--- src/rtl/countdown_timer.sv ---
// Loadable down-counter with prescaler, pause, periodic reload
// and a one-cycle terminal-count pulse with a sticky expired flag.
module countdown_timer #(
  parameter int WIDTH = 8,
  parameter int PS_W  = 4
) (
  input  logic             clk,
  input  logic             rst,
  input  logic [WIDTH-1:0] load_val,
  input  logic [PS_W-1:0]  prescale,
  input  logic             start,
  input  logic             stop,
  input  logic             pause,
  input  logic             auto_reload,
  output logic [WIDTH-1:0] count,
  output logic             busy,
  output logic             done,
  output logic             expired
);

  typedef enum logic {
    IDLE = 1'b0,
    RUN  = 1'b1
  } state_t;

  state_t           state;
  logic [PS_W-1:0]  psc;
  logic [PS_W-1:0]  rl_ps;
  logic [WIDTH-1:0] rl_val;
  logic             rl_auto;
  logic             zero_pend;

  assign busy = (state == RUN);

  always_ff @(posedge clk) begin
    if (rst) begin
      state     <= IDLE;
      count     <= '0;
      psc       <= '0;
      done      <= 1'b0;
      expired   <= 1'b0;
      rl_val    <= '0;
      rl_ps     <= '0;
      rl_auto   <= 1'b0;
      zero_pend <= 1'b0;
    end else begin
      done <= 1'b0;
      if (stop) begin
        state     <= IDLE;
        count     <= '0;
        psc       <= '0;
        zero_pend <= 1'b0;
      end else if (start) begin
        rl_val    <= load_val;
        rl_ps     <= prescale;
        rl_auto   <= auto_reload;
        count     <= load_val;
        psc       <= '0;
        expired   <= 1'b0;
        state     <= (load_val != '0) ? RUN : IDLE;
        zero_pend <= (load_val == '0);
      end else begin
        zero_pend <= 1'b0;
        // A zero load expires one edge after the start edge.
        if (zero_pend) begin
          done    <= 1'b1;
          expired <= 1'b1;
        end
        if (state == RUN && !pause) begin
          if (psc != rl_ps) begin
            psc <= psc + PS_W'(1);
          end else begin
            psc <= '0;
            if (count > WIDTH'(1)) begin
              count <= count - WIDTH'(1);
            end else if (count == WIDTH'(1)) begin
              done    <= 1'b1;
              expired <= 1'b1;
              if (rl_auto) begin
                count <= rl_val;
              end else begin
                count <= '0;
                state <= IDLE;
              end
            end
          end
        end
      end
    end
  end

endmodule

--- config.mk ---
export PLATFORM = sky130hd
export DESIGN_NAME = countdown_timer
export DESIGN_NICKNAME = d
export VERILOG_FILES = /design/src/rtl/countdown_timer.sv
export SDC_FILE = /design/constraint.sdc
export NUM_CORES = 1
export LEC_CHECK = 0
export CAP_MARGIN = 20
export CORE_MARGIN = 3
export CORE_UTILIZATION = 50
export CTS_BUF_LIST = sky130_fd_sc_hd__clkbuf_16
export CTS_CLUSTER_DIAMETER = 200
export CTS_CLUSTER_SIZE = 12
export DETAILED_ROUTE_END_ITERATION = 6
export GPL_TIMING_DRIVEN = 0
export PLACE_DENSITY = 0.78
export SLEW_MARGIN = 20
export SYNTH_ARGS = -nofsm -noshare
export SYNTH_HDL_FRONTEND = slang
export SYNTH_SLANG_ARGS = --single-unit
export TNS_END_PERCENT = 30
--- constraint.sdc ---
create_clock -name clk -period 4.1 [get_ports clk]
set_input_delay 1.025 -clock clk [delete_from_list [all_inputs] [get_ports clk]]
set_output_delay 1.025 -clock clk [all_outputs]
set_load 0.02 [all_outputs]
Word-level counts from Yosys, hierarchy flattened. Index checks and enable logic that the tools add are counted.

$add $sub $neg: 2. $mul: 0. Div/mod/pow operators: 0. $lt $le $gt $ge: 1. Equal/unequal tests: 5. Shifts and indexed selects: 0. Muxes and demuxes: 25. Bitwise gates (word level): 2. Reductions and logical operators: 13.

Operators by type and width (count): $mux W8 (6); $mux W1 (18); $eq A8 B1 Y1 const B (1); $gt A8 B1 Y1 const B (1); $logic_not A8 Y1 (1); $reduce_bool A8 Y1 (1); $sub A8 B1 Y8 const B (1); $ne A2 B2 Y1 const B (3); $reduce_or A3 Y1 (2); $reduce_and A5 Y1 (1); $add A4 B1 Y4 const B (1); $mux W4 (1); $ne A4 B4 Y1 (1); $reduce_bool A2 Y1 (2); $reduce_and A3 Y1 (1); $reduce_bool A3 Y1 (1); $not A1 Y1 (2); $reduce_and A2 Y1 (1); $reduce_or A2 Y1 (1); $logic_and A1 B1 Y1 (1); $logic_not A1 Y1 (1).

Bits in registers: 29. Bits in latches: 0. Bits in writable memories: 0. ROM bits: 0. Bits of input ports: 18. Output and inout port bits: 11. Word-level logic and storage cells: 57. Memories kept: 0.

Logic depth before layout (Yosys ltp).
Depth in word-level cells: 6. Gate-level depth with buffers: 7. Mapped depth without buffers: 6.

Worst setup path before layout. No wires, ideal clock.

Path type: input to register. From: input port pause. To: register count[5]. Setup time: 0.075 ns. Arrival: 1.992 ns. Data required time: 4.025 ns. Slack: 2.033 ns. Stages on the path: 6. Path buffers: 1. Cell sequence: nor2b_1 -> and2_1 -> a31o_1 -> buf_6 -> o211ai_1 -> o22ai_1.

Longest elaborated chain between the ends: 4.

Ends and longest elaborated chain: from (decl) (RTL line 13) `input logic pause,`; $logic_not A1 Y1 (RTL line 69) `if (state == RUN && !pause) begin`; $logic_and A1 B1 Y1 (RTL line 69); $reduce_bool A2 Y1 (no source line); $reduce_and A3 Y1 (no source line); to (signal assigned) (RTL line 57) `count <= load_val;`; to (signal assigned) (RTL line 75) `count <= count - WIDTH'(1);`; to (signal assigned) (RTL line 80) `count <= rl_val;`; to (decl) (RTL line 15) `output logic [WIDTH-1:0] count,`.

No other way between the ends. A chain may end at the register's enable or synchronous reset.

Worst setup path after layout.
From: register count[4]. To: output port count[4].

No word-level cell between the ends.

==> impl_metrics.tcl <==
set metrics [dict create \
    syn_nets 199 \
    regToRegSetupSlack_ps 2260 \
    hold_buffers 0 \
    clk_pin_slew_ps 50 \
    drv_slew 0 \
    hold_depth 2 \
    crit_buf_inv 1 \
    max_stage_delay_ps 680 \
    fin_nets 232 \
    drv_cap 0 \
    r2r_cells 6 \
    path_depth 1 \
    yosys.area.top_type_share_pct 40.0 \
    dieArea_um2 3580 \
    layout_setup_ws_ps 1560 \
    drt_pass1_iterations 4 \
    gp_congestion 0.892 \
    async_flop_share_pct 0 \
    peakVddDrop_mv 0.390 \
    grt.total_usage_pct 22.3 \
    power.density_nw_per_um2 401 \
    rows 18 \
    grt_pass1_vias 1394 \
    cts.sinks 29 \
    dp.cells 234 \
    layout-drive-gt1-share_pct 6.16 \
    postLayoutCellArea_um2 1880 \
    skew_ps 2.54 \
    cp-start-kind "flop" \
    hold_ws_ps 457 \
    cts_root_buffer "clkbuf_16" \
    cts_made_buffers 5 \
    netlist_top_cells_area "dfxtp_1, nand2_1, a21oi_1" \
    core_area_um2 2610 \
    area_delta_synth_final_pct 29.7 \
    yosys_most_used_dff "dfxtp_1" \
    worstHoldEndpoint "rl_val[4]" \
    grt-ovfl-total 0 \
    drt.antenna.violating_nets 0 \
    setup_viol 0 \
    detail_route.wl_per_cell_um 15.0 \
    drc 0 \
    worst_pin_slew_ps 496 \
    routed_wl_mm 3.61 \
    die_x_um 59.9 \
    synth_cell_types 39 \
    vias 1425 \
    path_max_fanout 8 \
    synth_area_um2 1450 \
    insertion_delay_ps 270 \
    antenna_found_initial 0 \
    status "complete, no violations" \
    dp_hpwl_mm 2.67 \
    final-hold-violation-count 0 \
    path_cells "clkdlybuf4s50_1" \
    grt_pass1_wl_mm 5.84 \
    rsz0062_at_grt "false" \
    start_util_pct 55.5 \
    critPathSlowestCell "clkdlybuf4s50_1" \
    fin_crit_sh_pct 61.9 \
    synth_edf_count 0 \
    cp-end-kind "output port" \
    fin_tns_setup_ps 0 \
    rr_endpoint "count[3]" \
    place_ws_ps 1340 \
    relSlewSlack_pct 66.9 \
    htreeDepth 2 \
    cp_top_family "buffers and inverters" \
    fmax_mhz 394 \
    synth_seq_cells 29 \
    min_from "rl_val[4]" \
    p_leak_nw 0.698 \
    numPortBuffers 26 \
    postSynthAreaPerCell_um2 8.15 \
    cp.required_ps 3070 \
    post_cts_buffers 0 \
    clock_path_buffers 2 \
    criticalPathCategory "reg -> out" \
    post_cts_resize_count 0 \
    synth_area_leader_cell "dfxtp_1" \
    cts_tree "done" \
    dr.first_iter.drc_count 85 \
    ys_warn_count 0 \
    grt_max_degree 11 \
    netlist_instances 178 \
    n_antenna_cell 0 \
    io_pins 29 \
    period_minus_slack_ps 2540 \
    critPathArrivalTime_ps 1510 \
    seq_area_frac_synth_pct 40.0 \
    timing.rr.start "count[4]" \
    dpl_cell_area_um2 1750 \
    dieHeight_um 59.9 \
    holdCritPathClass "reg -> reg" \
    viasPerCell 5.91 \
    final_cells 241 \
]
-- report_power, final --
part | leakage, nW | total [W] | switching (W) | internal [W]
Combinational | 0.393 | 0.000117 | 0.0000632 | 0.0000541
Sequential | 0.236 | 0.000303 | 0.0000106 | 0.000293
Clock | 0.0685 | 0.000334 | 0.000118 | 0.000216
Total | 0.698 | 0.000754 | 0.000192 | 0.000563
-- per-layer routing --
layer,global-route usage (%),part of all wire (%)
met1,25.6,42
met2,37.2,49
met3,6.48,8.2
met4,11.4,1.6
met5,0,0
-- registers in the layout (all words and copies together), names as in the netlist --
register / flops
rl_ps: 4
done: 1
busy: 1
rl_auto: 1
count: 8
zero_pend: 1
psc: 4
rl_val: 8
expired: 1
-- how the worst max path moves through the flow --
stage	start	endpoint	slack [ps]
2_1_floorplan	pause	count[5]	2030
3_3_place_gp	pause	count[2]	1430
3_5_place_dp	pause	count[1]	1340
4_1_cts	count[4]	count[4]	1570
5_1_grt	pause	count[3]	1520
6_report	count[4]	count[4]	1560
-- layout make-up --
cell class	instances	area [um2]
plain buffers	9	46.3
clock buffers	5	125
clock inverters	2	7.51
fillers	208	732
inverters	4	15.0
multi-input cells	136	808
flip-flops and latches	29	581
well taps	30	37.5
repair buffers	26	260
-- metrics by stage --
stage                     utilization, %  power (W)
after global routing                72.0   0.000779
final                               72.0   0.000754
after detailed placement            66.9   0.000425
after CTS                           72.0   0.000754
after floorplan                        -   0.000381
after global placement              66.9   0.000421
-- cells in the mapped netlist, types with 2 or more instances --
master,count
nand2_1,37
dfxtp_1,29
nor2_1,20
a21oi_1,16
clkbuf_1,6
nor3_1,6
xor2_1,6
a311oi_1,4
o221ai_1,4
xnor2_1,4
ha_1,3
inv_1,3
nand3_1,3
a31oi_1,2
mux2i_1,2
nand2b_1,2
nand4_1,2
nor2b_1,2
nor4_4,2
o211ai_1,2
o21a_1,2
o21ai_1,2
o22ai_1,2
or4_1,2
-- layout by cell type, fill, tap and decap left out, types with 5 or more instances in the layout --
| cell | count |
|---|---|
| nand2_1 | 37 |
| dfxtp_1 | 29 |
| clkdlybuf4s50_1 | 26 |
| nor2_1 | 20 |
| a21oi_1 | 16 |
| clkbuf_1 | 6 |
| xor2_1 | 6 |
| nor3_1 | 6 |
| clkbuf_16 | 5 |
-- cells by family after synthesis --
logic type,Yosys count,share of synthesized area (%)
buf+inv,13,4.23
xor+xnor,10,6.04
mux,2,1.38
compound gates,42,19.5
fa+ha+maj,3,2.59
simple gates,79,26.2
flops,29,40.0
Note: power is estimated with default switching activity, not from simulation.
